`config.mk`:
```
export PLATFORM = sky130hd
export DESIGN_NAME = mux_nto1_stream_flat
export DESIGN_NICKNAME = d
export VERILOG_FILES = /design/src/rtl/mux_nto1_stream_if.sv /design/src/rtl/mux_nto1_stream.sv /design/src/flat_wrapper.sv
export SDC_FILE = /design/constraint.sdc
export NUM_CORES = 1
export LEC_CHECK = 0
export CORE_UTILIZATION = 41
export CTS_BUF_LIST = sky130_fd_sc_hd__clkbuf_2
export CTS_CLUSTER_DIAMETER = 200
export DETAILED_ROUTE_END_ITERATION = 6
export PLACE_DENSITY_LB_ADDON = 0.2
export SLEW_MARGIN = 20
export SYNTH_ARGS = -nofsm -noshare
export SYNTH_HDL_FRONTEND = slang
export SYNTH_SLANG_ARGS = --single-unit
```
`constraint.sdc`:
```
create_clock -name clk -period 6 [get_ports clk]
set_input_delay 0.9 -clock clk [delete_from_list [all_inputs] [get_ports clk]]
set_output_delay 0.9 -clock clk [all_outputs]
set_load 0.005 [all_outputs]
```
`src/rtl/mux_nto1_stream_if.sv`:
```
// Stream mux bus: N input channels with valid/ready,
// one registered output channel with valid/ready and source tag.
interface mux_nto1_stream_if #(
    parameter int WIDTH = 32,
    parameter int N     = 4,
    parameter int SEL_W = 2
);
    logic [N*WIDTH-1:0] A;
    logic [N-1:0]       A_valid;
    logic [N-1:0]       A_ready;
    logic [SEL_W-1:0]   S;
    logic               mode;
    logic [WIDTH-1:0]   Z;
    logic               Z_valid;
    logic               Z_ready;
    logic [SEL_W-1:0]   Z_src;

    modport slave (
        input  A, A_valid, S, mode, Z_ready,
        output A_ready, Z, Z_valid, Z_src
    );

    modport master (
        output A, A_valid, S, mode, Z_ready,
        input  A_ready, Z, Z_valid, Z_src
    );
endinterface

```
`src/rtl/mux_nto1_stream.sv`:
```
// N-to-1 stream mux into a single output register.
// Fixed select (mode 0) or round-robin over valid channels (mode 1).
module mux_nto1_stream #(
    parameter int WIDTH = 32,
    parameter int N     = 4,
    parameter int SEL_W = 2
) (
    input logic              clk,
    input logic              rst,
    mux_nto1_stream_if.slave bus
);
    localparam int M = 2 ** SEL_W;
    localparam logic [SEL_W:0] NN    = (SEL_W + 1)'(N);
    localparam logic [SEL_W:0] NLAST = (SEL_W + 1)'(N - 1);

    logic [WIDTH-1:0]          z_q;
    logic                      z_valid_q;
    logic [SEL_W-1:0]          z_src_q;
    logic [SEL_W-1:0]          ptr_q;
    logic [SEL_W-1:0]          ptr_d;

    logic [M-1:0]              valid_pad;
    logic [M-1:0]              ready_pad;
    logic [M-1:0][WIDTH-1:0]   data_pad;
    logic                      load_ok;
    logic                      gnt;
    logic [SEL_W-1:0]          gnt_idx;
    logic [SEL_W:0]            idx;

    // Pad channels out to 2^SEL_W so select-width indexing is always legal.
    always_comb begin
        valid_pad = '0;
        data_pad  = '0;
        for (int i = 0; i < N; i++) begin
            valid_pad[i] = bus.A_valid[i];
            data_pad[i]  = bus.A[i*WIDTH +: WIDTH];
        end
    end

    // Grant decision: fixed select or first valid channel from ptr.
    always_comb begin
        load_ok = !z_valid_q || bus.Z_ready;
        gnt     = 1'b0;
        gnt_idx = '0;
        idx     = '0;
        if (!bus.mode) begin
            if (({1'b0, bus.S} < NN) && valid_pad[bus.S]) begin
                gnt     = 1'b1;
                gnt_idx = bus.S;
            end
        end else begin
            for (int k = 0; k < N; k++) begin
                idx = {1'b0, ptr_q} + (SEL_W + 1)'(k);
                if (idx >= NN) begin
                    idx = idx - NN;
                end
                if (!gnt && valid_pad[idx[SEL_W-1:0]]) begin
                    gnt     = 1'b1;
                    gnt_idx = idx[SEL_W-1:0];
                end
            end
        end
        gnt       = gnt && load_ok;
        ready_pad = '0;
        if (gnt) begin
            ready_pad[gnt_idx] = 1'b1;
        end
        ptr_d = ({1'b0, gnt_idx} == NLAST) ? '0 : gnt_idx + SEL_W'(1);
    end

    assign bus.A_ready = ready_pad[N-1:0];
    assign bus.Z       = z_q;
    assign bus.Z_valid = z_valid_q;
    assign bus.Z_src   = z_src_q;

    // Output register: load on grant, drop valid on drain, else hold.
    always_ff @(posedge clk) begin
        if (rst) begin
            z_q       <= '0;
            z_valid_q <= 1'b0;
            z_src_q   <= '0;
            ptr_q     <= '0;
        end else if (gnt) begin
            z_q       <= data_pad[gnt_idx];
            z_src_q   <= gnt_idx;
            z_valid_q <= 1'b1;
            if (bus.mode) begin
                ptr_q <= ptr_d;
            end
        end else if (z_valid_q && bus.Z_ready) begin
            z_valid_q <= 1'b0;
        end
    end
endmodule
```
`src/flat_wrapper.sv`:
```
// flat-port wrapper written by rule: the top's interface ports become plain ports
module mux_nto1_stream_flat 
#(
    parameter int WIDTH = 32,
    parameter int N     = 4,
    parameter int SEL_W = 2
)
  (clk, rst, bus_A, bus_A_valid, bus_S, bus_mode, bus_Z_ready, bus_A_ready, bus_Z, bus_Z_valid, bus_Z_src);
  mux_nto1_stream_if #(.WIDTH(WIDTH), .N(N), .SEL_W(SEL_W)) bus_i ();
  input logic clk;
  input logic rst;
  input wire logic [$bits(bus_i.A)-1:0] bus_A;
  input wire logic [$bits(bus_i.A_valid)-1:0] bus_A_valid;
  input wire logic [$bits(bus_i.S)-1:0] bus_S;
  input wire logic [$bits(bus_i.mode)-1:0] bus_mode;
  input wire logic [$bits(bus_i.Z_ready)-1:0] bus_Z_ready;
  output wire logic [$bits(bus_i.A_ready)-1:0] bus_A_ready;
  output wire logic [$bits(bus_i.Z)-1:0] bus_Z;
  output wire logic [$bits(bus_i.Z_valid)-1:0] bus_Z_valid;
  output wire logic [$bits(bus_i.Z_src)-1:0] bus_Z_src;
  assign bus_i.A = bus_A;
  assign bus_i.A_valid = bus_A_valid;
  assign bus_i.S = bus_S;
  assign bus_i.mode = bus_mode;
  assign bus_i.Z_ready = bus_Z_ready;
  assign bus_A_ready = bus_i.A_ready;
  assign bus_Z = bus_i.Z;
  assign bus_Z_valid = bus_i.Z_valid;
  assign bus_Z_src = bus_i.Z_src;
  mux_nto1_stream #(.WIDTH(WIDTH), .N(N), .SEL_W(SEL_W)) u_core (.clk(clk), .rst(rst), .bus(bus_i));
endmodule
```
==> results of run 1 <==
critical path, stage by stage:
cell and delay (ps):
clkdlybuf4s50_1 600, and4b_1 240, a41o_1 230, or2_1 290, nor2_8 350, inv_2 70, ha_1 200, and2_1 140
clkdlybuf4s50_1 430
per-stage QoR:
step | hold WS (ps) | cell area (um^2) | setup slack, ps
2_1_floorplan | 471.0 | 2720 | 2730
3_3_place_gp | 451.4 | 4476 | 1701
3_5_place_dp | 460.3 | 4476 | 1651
4_1_cts | 501.6 | 4513 | 1651
5_1_grt | 520.9 | 4516 | 1549
6_report | 496.5 | 4516 | 1646
where the power goes:
part	switching (mW)	internal, mW	total [mW]
clock	0.0916	0.0255	0.117
sequential	0.0176	0.280	0.298
combinational	0.167	0.220	0.387
total	0.276	0.525	0.801
cells in the mapped netlist (all sizes together):
cell and n:
a2111oi 1, a211o 31, a21boi 1, a21oi 4, a221oi 1, a32o 1, a41o 1, and2 1
and3 4, and4b 1, buf 11, clkbuf 18, dfxtp 37, ha 1, inv 6, mux2i 33
mux4 1, nand2 36, nand2b 5, nand3 32, nor2 10, nor2b 5, nor3 1, nor4 1
o211a 1, o211ai 32, o21ai 35, o2bb2ai 1, o311ai 1, or2 2, or4 1
layout make-up:
| cell class | count | area share [%] |
|---|---|---|
| sequential | 37 | 16.40 |
| timing repair buffer | 182 | 40.01 |
| multi-input combinational | 244 | 40.12 |
| tap | 77 | 2.134 |
| inverter | 6 | 0.4988 |
| clock inverter | 3 | 0.2771 |
| clock buffer | 5 | 0.5542 |
kinds of logic (layout without fill, tap and decap cells):
logic type / after synthesis / after routing / share of synthesized area [%]
multiplexers: 34 / 34 / 12.97
flip-flops: 37 / 37 / 27.23
AND/OR/NAND/NOR: 99 / 99 / 18.26
AO/OA/AOI/OAI: 110 / 110 / 33.95
buffers and inverters: 35 / 196 / 7.129
adder cells (fa/ha/maj): 1 / 1 / 0.4599
registers in the layout, summed over array words and instances (netlist names):
signal and flops:
u_core.ptr_q 2, u_core.bus.Z_valid 1, u_core.bus.Z_src 2, u_core.bus.Z 32
final timing paths:
path	cells past startpoint	endpoint	startpoint	slack [ps]
max	9	bus_A_ready[3]	bus_mode	1650
min	2	u_core.bus.Z[26]	u_core.bus.Z[26]	500
max reg2reg	6	u_core.bus.Z[4]	u_core.ptr_q[0]	3300
min reg2reg	2	u_core.bus.Z[26]	u_core.bus.Z[26]	500
per-layer routing:
metal / vias up / part of all wire (%) / track usage, % / wire, um
met5: - / 0 / 0 / 0
met4: 0 / 2.0 / 9.399 / 189
met3: 18 / 6.2 / 5.935 / 580
met2: 139 / 50 / 45.98 / 4671
met1: 1440 / 42 / 31.59 / 3902
li1: 1505 / - / - / -
==> reports/results.ini, run 1 <==
[run_status]
status = finished clean

[timing]
fmax_mhz = 229.7
maxSlewHeadroom_pct = 39.26
period_needed_ps = 4354
tightestPinTransition_ps = 909.7
finalClockSkew_ps = 26.11
hold_viol_final = 0
fin_tns_setup_ps = 0
slew_violations = 0
post-route-period-util_pct = 72.56
rsz0062_at_grt = false
setup_violations = 0

[setup_path]
crit_required_ps = 5100
end_kind = output port
arrival_ps = 3450
startpoint_type = primary input
critPathMaxFanout = 19
timing_worst_setup_path_type = primary input to output port

[yosys]
synthesis.area_um2 = 2720
synthDistinctLibCells = 42
synthTopCellsByArea = dfxtp_1, mux2i_1, o211ai_2, a211o_1, nand3_1
synth.avg_cell_area_um2 = 8.608
ys_seq_area_share_pct = 27.23
ys_seq_elements = 37
yosysWarningCount = 0
syn_inst = 316
synth_nets = 455
synth_area_leader_cell = dfxtp_1
netlist.area_leader.share_pct = 27.23

[floorplan]
coreArea_um2 = 6386
die_h_um = 83.45
start_util_pct = 42.59
dieArea_um2 = 6964
pin_count = 177
row_count = 29
die_width_um = 83.45

[power_and_ir_drop]
p_per_area_nw_per_um2 = 177.5
leakage_nw = 1.857
p_total_mw = 0.8014
ir_worst_vdd_mv = 0.1068

[clock_network]
cts_resized = 0
post-cts-setup-buffer-count = 0
root_buffer = clkbuf_2
cts_tree = done
clock_latency_ps = 420
htreeDepth = 2
hold_buffers = 0
clockBufferDepth = 2
clk_pin_slew_ps = 190
cts_made_buffers = 5
clock-sinks = 37

[final_layout]
final_common_cell = clkdlybuf4s50_1
diodes = 0
num-fill-cells = 537
regArea_um2 = 740.7
area_delta_synth_final_pct = 66.01
instances_no_fill = 554
layout-drive-gt1-share_pct = 10.48
multi_input_area_um2 = 1812
mostFrequentLayoutCells = clkdlybuf4s50_1, dfxtp_1, nand2_1
final_nets = 615
fin_util_pct = 70.71

[detailed_routing]
via_per_inst = 5.599
drt-total-wl_um = 9344
first_pass_iters = 4
vias = 3102
drc = 0
ant_nets = 0
dr.first_iter.drc_count = 143
wl_per_cell_um = 16.87

[global_routing]
grt_use_total_pct = 26.29
grt_pass1_wl_um = 14750
grt_overflow = 0
grt_pass1_vias = 3006
antenna_found_initial = 0
grt_max_degree = 37

[run]
drv_cap = 0

[place]
post-dp-hpwl_um = 6797
gp_congestion = 0.8192
dp_cells = 546
io_buffers = 176

[worst_hold_path]
hold_path.class = register to register

No activity file was read; power rests on OpenSTA's default activity.
==> inputs of run 2 (changes only) <==
Settings changed: CORE_UTILIZATION 41 to 34.
Clock period 6 ns to 3.55 ns, I/O delays scaled along.
==> reports/results.ini, run 2 (same netlist as run 1, synthesis figures left out) <==
[setup_path]
cp_top_family = buffers and inverters
crit_required_ps = 3020
crit_path_frequent_cell = clkdlybuf4s50_1
cp.buffers_inverters = 3
critPathMaxFanout = 8
rrSetupSlack_ps = 1330
timing_worst_setup_path_type = primary input to output port
r2r-end = u_core.bus.Z[21]
end_kind = output port
rr_startpoint = u_core.ptr_q[1]
arrival_ps = 2830
cp_cell_sequence = clkdlybuf4s50_1 > and4b_1 > a41o_1 > or2_1 > nor2_8 > inv_2 > ha_1 > and2_1 > clkdlybuf4s50_1
startpoint_type = primary input
ff2ff_path_depth = 7
slowest_stage = clkdlybuf4s50_1
crit_cells = 9
slowest_delay_ps = 590

[clock_network]
clock-sinks = 37
clock_latency_ps = 380
clk_pin_slew_ps = 180
htreeDepth = 2
cts_resized = 0
cts_made_buffers = 5
clockBufferDepth = 2
hold_buffers = 0
post-cts-setup-buffer-count = 0
root_buffer = clkbuf_2
cts_tree = done

[worst_hold_path]
min_from = u_core.bus.Z[24]
holdPathEnd = u_core.bus.Z[24]
hold_depth = 2
hold_path.class = register to register

[detailed_routing]
drt-total-wl_um = 9652
wl_per_cell_um = 16.47
first_pass_iters = 4
vias = 3163
ant_nets = 0
drc = 0
via_per_inst = 5.398
dr.first_iter.drc_count = 101

[place]
gp_congestion = 0.8839
io_buffers = 176
post-dp-hpwl_um = 7159

[power_and_ir_drop]
leakage_nw = 1.902
ir_worst_vdd_mv = 0.1433
p_total_mw = 1.365
p_per_area_nw_per_um2 = 295.0

[final_layout]
largest_reg_flops = 32
layout-drive-gt1-share_pct = 11.78
area_delta_synth_final_pct = 70.06
final_common_cell = clkdlybuf4s50_1
diodes = 0
final_nets = 623
mostFrequentLayoutCells = clkdlybuf4s50_1, dfxtp_1, nand2_1

[global_routing]
grt_pass1_vias = 3156
grt_pass1_wl_um = 15360
antenna_found_initial = 0
grt_max_degree = 33
grt_overflow = 0
grt_use_total_pct = 23.14

[timing]
hold_viol_final = 0
post-route-period-util_pct = 94.64
rsz0062_at_grt = false
fin_tns_setup_ps = 0
maxSlewHeadroom_pct = 68.64
finalClockSkew_ps = 11.19
setup_violations = 0
fmax_mhz = 297.6
tightestPinTransition_ps = 469.9
period_needed_ps = 3360
slew_violations = 0

[floorplan]
start_util_pct = 35.20
dieArea_um2 = 8362
die_h_um = 91.45
row_count = 32
die_width_um = 91.45
pin_count = 177
coreArea_um2 = 7727

[run]
drv_cap = 0

[run_status]
status = finished clean

-- run 2: layout make-up --
cell class | count | area [um^2]
well taps | 102 | 127.6
fillers | 708 | 3102
clock buffers | 6 | 30.03
flip-flops and latches | 37 | 740.7
multi-input cells | 244 | 1809
inverters | 6 | 22.52
clock inverters | 1 | 3.754
repair buffers | 190 | 1892
-- run 2: worst reg2reg max path, stage by stage, from the launching register on --
cell and delay (ps):
dfxtp_1 460, nand2_1 110, a2111oi_2 400, or2_1 270, buf_4 360, o21ai_0 180
a211o_1 320, o211ai_2 60
-- run 2: worst max-delay path by stage --
stage / startpoint / to / slack (ps)
6_report: bus_mode / bus_A_ready[3] / 190
3_3_place_gp: bus_mode / bus_A_ready[3] / 230
4_1_cts: bus_mode / bus_A_ready[3] / 190
5_1_grt: bus_mode / bus_A_ready[3] / 50
3_5_place_dp: bus_mode / bus_A_ready[3] / 190
2_1_floorplan: bus_mode / bus_A_ready[3] / 1010
-- run 2: power breakdown --
| group | leakage [nW] | internal (mW) | switching (mW) | total [mW] |
|---|---|---|---|---|
| clock network | 0.0265 | 0.0461 | 0.144 | 0.190 |
| registers | 0.305 | 0.473 | 0.0303 | 0.504 |
| logic | 1.57 | 0.386 | 0.286 | 0.672 |
-- run 2: through the flow --
stage,utilization (%),std cells,hold slack (ps),setup WS (ps),instance area (um^2)
2_1_floorplan,-,316,471.0,1015,2720
3_3_place_gp,59.42,579,452.8,228.0,4592
3_5_place_dp,59.42,579,462.2,189.9,4592
4_1_cts,59.86,586,503.3,189.0,4626
5_1_grt,59.86,586,516.7,52.54,4626
6_report,59.86,586,497.7,190.3,4626
-- run 2: routing by layer --
| layer | GRT usage [%] | up-vias | wire length, um |
|---|---|---|---|
| met5 | 0 | - | 0 |
| li1 | - | 1523 | - |
| met2 | 42.36 | 123 | 4985 |
| met3 | 4.271 | 20 | 583 |
| met4 | 7.407 | 0 | 227 |
| met1 | 26.89 | 1497 | 3856 |
==> inputs of run 3 (changes only) <==
Settings changed: CAP_MARGIN set to 5.
==> results of run 3 <==
Final layout, timing and power as in run 2 (identical DEF).
